File: src/rtl/decode_issue_stage.sv
// RV32I decode / operand-issue stage: decodes one instruction, resolves rs1/rs2 through
// prioritised forwarding sources, stalls on pending loads and issues over valid/ready.
module decode_issue_stage #(
    parameter int unsigned XLEN    = 32,
    parameter int unsigned NUM_FWD = 2,
    parameter int unsigned CNT_W   = 16
) (
    input  logic                    clk_in,
    input  logic                    rst_in,
    input  logic                    rdy_in,
    input  logic                    in_valid,
    output logic                    in_ready,
    input  logic [XLEN-1:0]         in_pc,
    input  logic [31:0]             in_instr,
    input  logic                    flush_in,
    output logic [4:0]              rs1_addr,
    output logic [4:0]              rs2_addr,
    input  logic [XLEN-1:0]         rs1_data,
    input  logic [XLEN-1:0]         rs2_data,
    input  logic [NUM_FWD-1:0]      fwd_valid,
    input  logic [NUM_FWD-1:0]      fwd_pending,
    input  logic [5*NUM_FWD-1:0]    fwd_addr,
    input  logic [XLEN*NUM_FWD-1:0] fwd_data,
    output logic                    out_valid,
    input  logic                    out_ready,
    output logic [XLEN-1:0]         out_pc,
    output logic [5:0]              out_cmd,
    output logic [XLEN-1:0]         out_rs1_val,
    output logic [XLEN-1:0]         out_rs2_val,
    output logic [XLEN-1:0]         out_imm,
    output logic [4:0]              out_rd,
    output logic                    out_we,
    output logic                    out_illegal,
    output logic [CNT_W-1:0]        stall_cnt
);

    localparam logic [6:0] OpLui    = 7'b0110111;
    localparam logic [6:0] OpAuipc  = 7'b0010111;
    localparam logic [6:0] OpJal    = 7'b1101111;
    localparam logic [6:0] OpJalr   = 7'b1100111;
    localparam logic [6:0] OpBranch = 7'b1100011;
    localparam logic [6:0] OpLoad   = 7'b0000011;
    localparam logic [6:0] OpStore  = 7'b0100011;
    localparam logic [6:0] OpImm    = 7'b0010011;
    localparam logic [6:0] OpReg    = 7'b0110011;
    localparam logic [6:0] OpFence  = 7'b0001111;
    localparam logic [6:0] OpSystem = 7'b1110011;

    // Command codes shared with the execute stage; 0 marks an undecodable instruction.
    localparam logic [5:0] CmdNone   = 6'd0;
    localparam logic [5:0] CmdLUI    = 6'd1;
    localparam logic [5:0] CmdAUIPC  = 6'd2;
    localparam logic [5:0] CmdJAL    = 6'd3;
    localparam logic [5:0] CmdJALR   = 6'd4;
    localparam logic [5:0] CmdBEQ    = 6'd5;
    localparam logic [5:0] CmdBNE    = 6'd6;
    localparam logic [5:0] CmdBLT    = 6'd7;
    localparam logic [5:0] CmdBGE    = 6'd8;
    localparam logic [5:0] CmdBLTU   = 6'd9;
    localparam logic [5:0] CmdBGEU   = 6'd10;
    localparam logic [5:0] CmdLB     = 6'd11;
    localparam logic [5:0] CmdLH     = 6'd12;
    localparam logic [5:0] CmdLW     = 6'd13;
    localparam logic [5:0] CmdLBU    = 6'd14;
    localparam logic [5:0] CmdLHU    = 6'd15;
    localparam logic [5:0] CmdSB     = 6'd16;
    localparam logic [5:0] CmdSH     = 6'd17;
    localparam logic [5:0] CmdSW     = 6'd18;
    localparam logic [5:0] CmdADDI   = 6'd19;
    localparam logic [5:0] CmdSLTI   = 6'd20;
    localparam logic [5:0] CmdSLTIU  = 6'd21;
    localparam logic [5:0] CmdXORI   = 6'd22;
    localparam logic [5:0] CmdORI    = 6'd23;
    localparam logic [5:0] CmdANDI   = 6'd24;
    localparam logic [5:0] CmdSLLI   = 6'd25;
    localparam logic [5:0] CmdSRLI   = 6'd26;
    localparam logic [5:0] CmdSRAI   = 6'd27;
    localparam logic [5:0] CmdADD    = 6'd28;
    localparam logic [5:0] CmdSUB    = 6'd29;
    localparam logic [5:0] CmdSLL    = 6'd30;
    localparam logic [5:0] CmdSLT    = 6'd31;
    localparam logic [5:0] CmdSLTU   = 6'd32;
    localparam logic [5:0] CmdXOR    = 6'd33;
    localparam logic [5:0] CmdSRL    = 6'd34;
    localparam logic [5:0] CmdSRA    = 6'd35;
    localparam logic [5:0] CmdOR     = 6'd36;
    localparam logic [5:0] CmdAND    = 6'd37;
    localparam logic [5:0] CmdFENCE  = 6'd38;
    localparam logic [5:0] CmdECALL  = 6'd39;
    localparam logic [5:0] CmdEBREAK = 6'd40;

    logic [6:0]  opcode;
    logic [2:0]  fun3;
    logic [6:0]  fun7;
    logic [4:0]  rd_f;
    logic [31:0] imm_i, imm_s, imm_b, imm_u, imm_j, imm_sh;

    assign opcode   = in_instr[6:0];
    assign fun3     = in_instr[14:12];
    assign fun7     = in_instr[31:25];
    assign rd_f     = in_instr[11:7];
    assign rs1_addr = in_instr[19:15];
    assign rs2_addr = in_instr[24:20];

    assign imm_i  = {{20{in_instr[31]}}, in_instr[31:20]};
    assign imm_s  = {{20{in_instr[31]}}, in_instr[31:25], in_instr[11:7]};
    assign imm_b  = {{19{in_instr[31]}}, in_instr[31], in_instr[7], in_instr[30:25],
                     in_instr[11:8], 1'b0};
    assign imm_u  = {in_instr[31:12], 12'b0};
    assign imm_j  = {{11{in_instr[31]}}, in_instr[31], in_instr[19:12], in_instr[20],
                     in_instr[30:21], 1'b0};
    assign imm_sh = {27'b0, in_instr[24:20]};

    logic [5:0]  dec_cmd;
    logic [31:0] dec_imm32;
    logic        dec_has_rd;
    logic        dec_use1;
    logic        dec_use2;
    logic        dec_legal;

    always_comb begin
        dec_cmd    = CmdNone;
        dec_imm32  = 32'b0;
        dec_has_rd = 1'b0;
        dec_use1   = 1'b0;
        dec_use2   = 1'b0;
        dec_legal  = 1'b1;
        case (opcode)
            OpLui: begin
                dec_cmd = CmdLUI; dec_imm32 = imm_u; dec_has_rd = 1'b1;
            end
            OpAuipc: begin
                dec_cmd = CmdAUIPC; dec_imm32 = imm_u; dec_has_rd = 1'b1;
            end
            OpJal: begin
                dec_cmd = CmdJAL; dec_imm32 = imm_j; dec_has_rd = 1'b1;
            end
            OpJalr: begin
                dec_cmd = CmdJALR; dec_imm32 = imm_i; dec_has_rd = 1'b1; dec_use1 = 1'b1;
                dec_legal = (fun3 == 3'd0);
            end
            OpBranch: begin
                dec_imm32 = imm_b; dec_use1 = 1'b1; dec_use2 = 1'b1;
                case (fun3)
                    3'd0:    dec_cmd = CmdBEQ;
                    3'd1:    dec_cmd = CmdBNE;
                    3'd4:    dec_cmd = CmdBLT;
                    3'd5:    dec_cmd = CmdBGE;
                    3'd6:    dec_cmd = CmdBLTU;
                    3'd7:    dec_cmd = CmdBGEU;
                    default: dec_legal = 1'b0;
                endcase
            end
            OpLoad: begin
                dec_imm32 = imm_i; dec_has_rd = 1'b1; dec_use1 = 1'b1;
                case (fun3)
                    3'd0:    dec_cmd = CmdLB;
                    3'd1:    dec_cmd = CmdLH;
                    3'd2:    dec_cmd = CmdLW;
                    3'd4:    dec_cmd = CmdLBU;
                    3'd5:    dec_cmd = CmdLHU;
                    default: dec_legal = 1'b0;
                endcase
            end
            OpStore: begin
                dec_imm32 = imm_s; dec_use1 = 1'b1; dec_use2 = 1'b1;
                case (fun3)
                    3'd0:    dec_cmd = CmdSB;
                    3'd1:    dec_cmd = CmdSH;
                    3'd2:    dec_cmd = CmdSW;
                    default: dec_legal = 1'b0;
                endcase
            end
            OpImm: begin
                dec_imm32 = imm_i; dec_has_rd = 1'b1; dec_use1 = 1'b1;
                case (fun3)
                    3'd0: dec_cmd = CmdADDI;
                    3'd2: dec_cmd = CmdSLTI;
                    3'd3: dec_cmd = CmdSLTIU;
                    3'd4: dec_cmd = CmdXORI;
                    3'd6: dec_cmd = CmdORI;
                    3'd7: dec_cmd = CmdANDI;
                    3'd1: begin
                        dec_cmd = CmdSLLI; dec_imm32 = imm_sh;
                        dec_legal = (fun7 == 7'h00);
                    end
                    default: begin
                        dec_imm32 = imm_sh;
                        if (fun7 == 7'h00)      dec_cmd = CmdSRLI;
                        else if (fun7 == 7'h20) dec_cmd = CmdSRAI;
                        else                    dec_legal = 1'b0;
                    end
                endcase
            end
            OpReg: begin
                dec_has_rd = 1'b1; dec_use1 = 1'b1; dec_use2 = 1'b1;
                if (fun7 == 7'h00) begin
                    case (fun3)
                        3'd0:    dec_cmd = CmdADD;
                        3'd1:    dec_cmd = CmdSLL;
                        3'd2:    dec_cmd = CmdSLT;
                        3'd3:    dec_cmd = CmdSLTU;
                        3'd4:    dec_cmd = CmdXOR;
                        3'd5:    dec_cmd = CmdSRL;
                        3'd6:    dec_cmd = CmdOR;
                        default: dec_cmd = CmdAND;
                    endcase
                end else if (fun7 == 7'h20 && fun3 == 3'd0) begin
                    dec_cmd = CmdSUB;
                end else if (fun7 == 7'h20 && fun3 == 3'd5) begin
                    dec_cmd = CmdSRA;
                end else begin
                    dec_legal = 1'b0;
                end
            end
            OpFence: begin
                dec_cmd = CmdFENCE; dec_imm32 = imm_i;
                dec_legal = (fun3 == 3'd0);
            end
            OpSystem: begin
                if (in_instr == 32'h0000_0073)      dec_cmd = CmdECALL;
                else if (in_instr == 32'h0010_0073) dec_cmd = CmdEBREAK;
                else                                dec_legal = 1'b0;
            end
            default: dec_legal = 1'b0;
        endcase
        // An illegal op issues as an inert bubble: no operands, no writeback.
        if (!dec_legal) begin
            dec_cmd    = CmdNone;
            dec_imm32  = 32'b0;
            dec_has_rd = 1'b0;
            dec_use1   = 1'b0;
            dec_use2   = 1'b0;
        end
    end

    // Returns {hazard, value}; the youngest matching source wins even if it is still pending.
    function automatic logic [XLEN:0] resolve(input logic [4:0]              rs,
                                              input logic                    used,
                                              input logic [XLEN-1:0]         rf,
                                              input logic [NUM_FWD-1:0]      fv,
                                              input logic [NUM_FWD-1:0]      fp,
                                              input logic [5*NUM_FWD-1:0]    fa,
                                              input logic [XLEN*NUM_FWD-1:0] fd);
        logic            found;
        logic            haz;
        logic [XLEN-1:0] val;
        found = 1'b0;
        haz   = 1'b0;
        val   = rf;
        if (!used || rs == 5'd0) begin
            val = '0;
        end else begin
            for (int i = 0; i < int'(NUM_FWD); i++) begin
                if (!found && fv[i] && fa[5*i +: 5] == rs) begin
                    found = 1'b1;
                    haz   = fp[i];
                    val   = fd[XLEN*i +: XLEN];
                end
            end
        end
        return {haz, val};
    endfunction

    logic            haz1, haz2, hazard, accept;
    logic [XLEN-1:0] rs1_val, rs2_val;

    assign {haz1, rs1_val} = resolve(rs1_addr, dec_use1, rs1_data, fwd_valid, fwd_pending,
                                     fwd_addr, fwd_data);
    assign {haz2, rs2_val} = resolve(rs2_addr, dec_use2, rs2_data, fwd_valid, fwd_pending,
                                     fwd_addr, fwd_data);
    assign hazard = haz1 | haz2;

    logic            out_valid_q, out_valid_d;
    logic [XLEN-1:0] out_pc_q, out_pc_d;
    logic [5:0]      out_cmd_q, out_cmd_d;
    logic [XLEN-1:0] out_rs1_q, out_rs1_d;
    logic [XLEN-1:0] out_rs2_q, out_rs2_d;
    logic [XLEN-1:0] out_imm_q, out_imm_d;
    logic [4:0]      out_rd_q, out_rd_d;
    logic            out_we_q, out_we_d;
    logic            out_ill_q, out_ill_d;
    logic [CNT_W-1:0] stall_q, stall_d;

    assign in_ready = !rst_in && rdy_in && !flush_in && !hazard && (!out_valid_q || out_ready);
    assign accept   = in_valid && in_ready;

    always_comb begin
        out_valid_d = out_valid_q;
        out_pc_d    = out_pc_q;
        out_cmd_d   = out_cmd_q;
        out_rs1_d   = out_rs1_q;
        out_rs2_d   = out_rs2_q;
        out_imm_d   = out_imm_q;
        out_rd_d    = out_rd_q;
        out_we_d    = out_we_q;
        out_ill_d   = out_ill_q;
        if (flush_in) begin
            out_valid_d = 1'b0;
        end else if (accept) begin
            out_valid_d = 1'b1;
            out_pc_d    = in_pc;
            out_cmd_d   = dec_cmd;
            out_rs1_d   = rs1_val;
            out_rs2_d   = rs2_val;
            out_imm_d   = XLEN'(signed'(dec_imm32));
            out_rd_d    = dec_has_rd ? rd_f : 5'd0;
            out_we_d    = dec_has_rd && (rd_f != 5'd0);
            out_ill_d   = !dec_legal;
        end else if (out_valid_q && out_ready) begin
            out_valid_d = 1'b0;
        end

        stall_d = stall_q;
        if (in_valid && hazard && !flush_in && stall_q != {CNT_W{1'b1}}) begin
            stall_d = stall_q + CNT_W'(1);
        end
    end

    always_ff @(posedge clk_in) begin
        if (rst_in) begin
            out_valid_q <= 1'b0;
            out_pc_q    <= '0;
            out_cmd_q   <= '0;
            out_rs1_q   <= '0;
            out_rs2_q   <= '0;
            out_imm_q   <= '0;
            out_rd_q    <= '0;
            out_we_q    <= 1'b0;
            out_ill_q   <= 1'b0;
            stall_q     <= '0;
        end else if (rdy_in) begin
            out_valid_q <= out_valid_d;
            out_pc_q    <= out_pc_d;
            out_cmd_q   <= out_cmd_d;
            out_rs1_q   <= out_rs1_d;
            out_rs2_q   <= out_rs2_d;
            out_imm_q   <= out_imm_d;
            out_rd_q    <= out_rd_d;
            out_we_q    <= out_we_d;
            out_ill_q   <= out_ill_d;
            stall_q     <= stall_d;
        end
    end

    assign out_valid   = out_valid_q;
    assign out_pc      = out_pc_q;
    assign out_cmd     = out_cmd_q;
    assign out_rs1_val = out_rs1_q;
    assign out_rs2_val = out_rs2_q;
    assign out_imm     = out_imm_q;
    assign out_rd      = out_rd_q;
    assign out_we      = out_we_q;
    assign out_illegal = out_ill_q;
    assign stall_cnt   = stall_q;

endmodule

File: config.mk
export PLATFORM = sky130hd
export DESIGN_NAME = decode_issue_stage
export DESIGN_NICKNAME = d
export VERILOG_FILES = /design/src/rtl/decode_issue_stage.sv
export SDC_FILE = /design/constraint.sdc
export NUM_CORES = 1
export LEC_CHECK = 0
export ABC_CLOCK_PERIOD_IN_PS = 3000
export BUFFER_PORTS_ARGS = -buffer_cell sky130_fd_sc_hd__buf_4
export CAP_MARGIN = 20
export CORE_AREA = 2 2 147 149
export CTS_CLUSTER_DIAMETER = 50
export CTS_CLUSTER_SIZE = 24
export DETAILED_ROUTE_END_ITERATION = 8
export DIE_AREA = 0 0 149 151
export PLACE_DENSITY = 0.82
export SKIP_CTS_REPAIR_TIMING = 1
export SYNTH_ARGS = -nofsm -noshare
export SYNTH_HDL_FRONTEND = slang
export SYNTH_SLANG_ARGS = --single-unit
File: constraint.sdc
create_clock -name clk_in -period 3 [get_ports clk_in]
set_input_delay 0.45 -clock clk_in [delete_from_list [all_inputs] [get_ports clk_in]]
set_output_delay 0.45 -clock clk_in [all_outputs]
set_load 0.005 [all_outputs]
# After elaboration in Yosys (flattened, before gate mapping)
# Index checks and enable logic that the tools add are counted.
# Widths: inputs -> output; s select.
dict set report classes {
  n_addsub 1
  eq_ne 26
  mux 55
  bitwise 2
  reduce_logical 50
}
# cell n
set op_table {}
lappend op_table {{$mux 32} 8}
lappend op_table {{$pmux 32 s6} 1}
lappend op_table {{$pmux 6 s11} 1}
lappend op_table {{$pmux 6 s7} 1}
lappend op_table {{$mux 6} 6}
lappend op_table {{$pmux 5 s7} 1}
lappend op_table {{$eq 32x21->1 const B} 1}
lappend op_table {{$eq 32x7->1 const B} 1}
lappend op_table {{$mux 1} 29}
lappend op_table {{$eq 7x6->1 const B} 4}
lappend op_table {{$eq 7x7->1 const B} 4}
lappend op_table {{$pmux 4 s6} 1}
lappend op_table {{$eq 5x5->1} 4}
lappend op_table {{$pmux 4 s5} 1}
lappend op_table {{$logic_and 1x1->1} 18}
lappend op_table {{$reduce_or 6->1} 3}
lappend op_table {{$add 16x1->16 const B} 1}
lappend op_table {{$ne 16x16->1 const B} 1}
lappend op_table {{$mux 5} 3}
lappend op_table {{$pmux 5 s3} 1}
lappend op_table {{$eq 7x5->1 const B} 2}
lappend op_table {{$eq 3x3->1 const B} 4}
lappend op_table {{$reduce_or 3->1} 4}
lappend op_table {{$logic_not 5->1} 2}
lappend op_table {{other kinds (19)} 32}
dict set report totals {
  register_bits 158
  in_bits 212
  output_inout_bits 169
}

# Longest topological paths before layout
dict set report logic_depth {
  depth_word 22
  depth_mapped 12
}

# Least setup slack after synthesis
# Ideal clock, no wire load.
dict set report synth_timing {
  path_type {input port to output port}
  start {input in_instr[5]}
  end {output in_ready}
  t_arrival_ps 2403
  t_required_ps 2550
  slack_ps 147
  path_stages 9
  cell_sequence {buf_2 -> buf_2 -> nand3b_1 -> o21ai_0 -> or4b_1 -> o22ai_2 -> clkbuf_1 -> clkbuf_1 -> a21oi_1}
}
dict set report synth_between {
  elab_chain_cells 12
}
# item line_no
set synth_rtl {}
lappend synth_rtl {{from (decl)} 14} ;# input logic [31:0] in_instr,
lappend synth_rtl {{$eq 32x21->1} 222} ;# else if (in_instr == 32'h0010_0073) dec_cmd = CmdEBREAK;
lappend synth_rtl {{$mux 1} 222}
lappend synth_rtl {{$mux 1} 221} ;# if (in_instr == 32'h0000_0073) dec_cmd = CmdECALL;
lappend synth_rtl {{$pmux 1 s8} 128} ;# case (opcode)
lappend synth_rtl {{$mux 1} 228} ;# if (!dec_legal) begin
lappend synth_rtl {{$logic_not 1->1} 251} ;# if (!used || rs == 5'd0) begin
lappend synth_rtl {{$logic_or 1x1->1} 251}
lappend synth_rtl {{$mux 1} 251}
lappend synth_rtl {{$or 1x1->1 (*)} 272} ;# assign hazard = haz1 | haz2;
lappend synth_rtl {{$logic_not 1->1 (*)} 285} ;# assign in_ready = !rst_in && rdy_in && !flush_in && !hazard && (!out_valid_q || out_ready);
lappend synth_rtl {{$logic_and 1x1->1 (*) (2 in a row)} 285}
lappend synth_rtl {{to (decl)} 12} ;# output logic in_ready,
# Mark *: on every way between the ends. The rest lies on a longest branch, timed or not.

# Worst setup path in the final report
dict set report layout_timing {
  start {input in_instr[17]}
  end {output in_ready}
}
dict set report layout_between {
  elab_chain_cells 13
}
# item line_no
set layout_rtl {}
lappend layout_rtl {{parallel branches: the longest is 9 deep, another holds $eq 32x21->1} n/a}
lappend layout_rtl {{$or 1x1->1 (*)} 272}
lappend layout_rtl {{$logic_not 1->1 (*)} 285}
lappend layout_rtl {{$logic_and 1x1->1 (*) (2 in a row)} 285}
# Every way passes the cells marked *. The select of a mux whose other input is x is not followed.

==> impl_metrics.env <==
export IMPL_grtUsageTotal_pct=32.19
export IMPL_dp_slack_ns=-0.1495
export IMPL_synth_area_um2=9716
export IMPL_slew_violations=0
export IMPL_async_reset_ff_share_pct=0
export IMPL_fmax_ghz=0.3429
export IMPL_die_w_um=149
export IMPL_core_area_um2=20820
export IMPL_grt_pass1_wl_mm=57.13
export IMPL_rsz0062_at_grt="no"
export IMPL_cts_made_buffers=17
export IMPL_postRouteAntennaNets=0
export IMPL_syn_instance_count=1213
export IMPL_synth_seq_cells=158
export IMPL_worst_pin_slew_ns=0.7083
export IMPL_htreeDepth=4
export IMPL_clk_latency_ns=0.42
export IMPL_drv_cap=0
export IMPL_cp_arrival_ns=2.47
export IMPL_ir_drop_mv=0.3720
export IMPL_detail_route_first_pass_iterations=6
export IMPL_routed_wl_mm=38.29
export IMPL_hold_viol_final=0
export IMPL_antenna_found_initial=2
export IMPL_yosysUniqueCellTypes=70
export IMPL_setup_viol=0
export IMPL_port_buffers=380
export IMPL_gp_congestion=0.9148
export IMPL_end_kind="output pin"
export IMPL_initial_utilization_pct=46.66
export IMPL_fin_ws_ns=0.08387
export IMPL_num_nets_final=1772
export IMPL_worst_setup_path_start_kind="input pin"
export IMPL_grt_max_degree=73
export IMPL_power_density_nw_per_um2=370.1
export IMPL_overflow=0
export IMPL_cp_slowest_cell="or4_4"
export IMPL_cp_max_fo=4
export IMPL_drcViolationCount=0
export IMPL_vias_per_cell=6.016
export IMPL_rows=53
export IMPL_cp_top_family="simple AND/OR/NAND/NOR gates"
export IMPL_cp_num_buf_inv=4
export IMPL_hold_slack_ns=0.2788
export IMPL_ys_seq_area_share_pct=32.56
export IMPL_outcome="complete, no violations"
export IMPL_drive_gt1_share_pct=35.41
export IMPL_fin_util_pct=65.81
export IMPL_cpMostUsedCell="buf_4"
export IMPL_post_route_min_period_ns=2.916
export IMPL_grt_pass1_vias=10260
export IMPL_drt_initial_drc_count=818
export IMPL_yosysWarnings=0
export IMPL_critical_path_max_stage_delay_ns=0.57
export IMPL_fin_skew_ns=0.01515
export IMPL_leakagePower_uw=0.005739
export IMPL_min_path_type="in -> reg"
export IMPL_synth_flop_cell="dfxtp_1"
export IMPL_clock_root_buffer="clkbuf_16"
export IMPL_dr_total_vias=11120
export IMPL_path_clk_slew_ns=0.06
export IMPL_clock_sinks=158
export IMPL_area_delta_synth_final_pct=41.04
export IMPL_post_dp_hpwl_mm=28.59
export IMPL_num_io_pins=381
export IMPL_critPathKind="in -> out"
export IMPL_period_share_pct=97.20
export IMPL_cp_required_ns=2.55
export IMPL_cts_buffer_depth=2
export IMPL_synth_edff_count=0
export IMPL_crit_chain="buf_4, or4_4, nor4_4, buf_4, and4_2, buf_4, nand4bb_4, a21oi_1, buf_4"
export IMPL_syn_num_nets=1426
export IMPL_avgSynthCellArea_um2=8.010
export IMPL_cts_tree="built"
export IMPL_max_slew_margin_rel_pct=52.78
export IMPL_die_y_um=151
export IMPL_wl_per_cell_um=20.71
export IMPL_die_area_um2=22500
## cells by family (layout without fill, tap and decap cells)
kind of cell,count (synthesis),in the layout,share of synthesized area (%)
AOI/OAI and AO/OA,310,311,25.22
xor gates and xnor gates,21,21,1.893
adders and majority gates,1,1,0.1288
buffers and inverters,226,582,9.710
DFF,158,158,32.56
muxes,79,79,8.294
other,0,4,0
and+or+nand+nor,418,418,22.20
## per-layer routing
layer | GRT usage [%] | vias to the layer above | share of wire [%]
met5 | 0 | - | 0
met4 | 12.52 | 0 | 3.3
met3 | 6.988 | 89 | 9.0
met2 | 52.42 | 612 | 48
met1 | 41.75 | 5261 | 40
li1 | - | 5162 | -
## flip-flops by register name, summed over array words and instances, names as in the netlist
signal,count
out_rs2_val,32
out_imm,32
out_we,1
out_valid,1
stall_cnt,16
out_cmd,6
out_rs1_val,32
out_illegal,1
out_rd,5
out_pc,32
## worst paths after layout
kind,depth (start not counted),slack (ns),to,start
hold / removal,2,0.28,out_rd[3]$_SDFFE_PP0P_,in_instr[10]
setup reg to reg,9,0.75,stall_cnt[14]$_SDFFE_PP0P_,stall_cnt[0]$_SDFFE_PP0P_
setup / recovery,9,0.08,in_ready,in_instr[17]
hold reg to reg,2,0.47,out_imm[15]$_SDFFE_PP0P_,out_imm[15]$_SDFFE_PP0P_
## worst reg2reg max path, cell delays in order, from the launching register on
cell and delay (ns):
dfxtp_1 0.51, ha_1 0.25, and3_1 0.24, nand2_1 0.08, o211ai_1 0.17, buf_4 0.23, nor3b_1 0.08, buf_4 0.15
nand4_1 0.10, mux2_2 0.34
## area by class of cell
type	instances	area [um2]
multi-input cells	830	5718
clock inverters	9	111.4
well taps	275	344.1
inverters	96	360.3
repair buffers	456	3536
flip-flops and latches	158	3163
clock buffers	21	460.4
fillers	1767	7119
diodes	4	10.01
## report_power, final
| group | internal [uW] | switching [uW] |
|---|---|---|
| Clock | 1260 | 905 |
| Sequential | 2120 | 15.8 |
| Combinational | 369 | 401 |
| Total | 3750 | 1320 |
## synthesized netlist by cell type (all sizes together), types with 9 or more instances
master  instances  area share, %
a21oi         107            5.5
a32oi          36            3.2
and3           47            3.0
buf            44            2.7
clkbuf         86            3.3
dfxtp         158             33
inv            96            3.7
mux2           12            1.4
mux2i          67            6.9
nand2          65            2.5
nand3          50            2.6
nand4          43            2.8
nor2          124            4.8
nor2b          20            1.3
nor3            9           0.46
nor4           18            1.3
o21ai          21            1.1
o32ai          89             10
or4             9           0.77
xnor2          12            1.1
xor2            9           0.81
## per-stage QoR
| stage | power (uW) | cells | TNS, ns | instance area (um2) |
|---|---|---|---|---|
| after floorplan | 2512 | 1213 | 0 | 9716 |
| after global routing | 5230 | 1847 | 0 | 13700 |
| after global placement | 2920 | 1815 | -3.947 | 13080 |
| after detailed placement | 2928 | 1815 | -7.016 | 13080 |
| final | 5071 | 1849 | 0 | 13700 |
| after CTS | 5070 | 1845 | -0.04932 | 13650 |
## layout by cell type (no fill, tap or decap), types with 4 or more instances in the layout
master	netlist	layout
nand4_1	43	43
nor3_1	9	9
nor2_1	124	122
inv_1	96	95
buf_12	0	9
diode_2	0	4
dfxtp_1	158	158
a21o_1	6	6
clkbuf_16	0	17
buf_4	10	447
xor2_1	9	9
a32o_1	6	6
mux2i_1	67	66
a21oi_1	107	106
or3_1	4	4
nand3_1	50	49
xnor2_1	12	12
nor4_1	17	16
a2111oi_0	4	4
o32ai_2	30	30
or2_2	6	6
and2_1	4	4
nor2b_1	20	20
and3_1	47	45
or4_1	7	6
nand2_1	65	65
o32ai_1	59	59
mux2_2	12	12
a32oi_1	36	36
o21ai_0	20	20
a22oi_1	4	4
No activity file was read; power rests on OpenSTA's default activity.
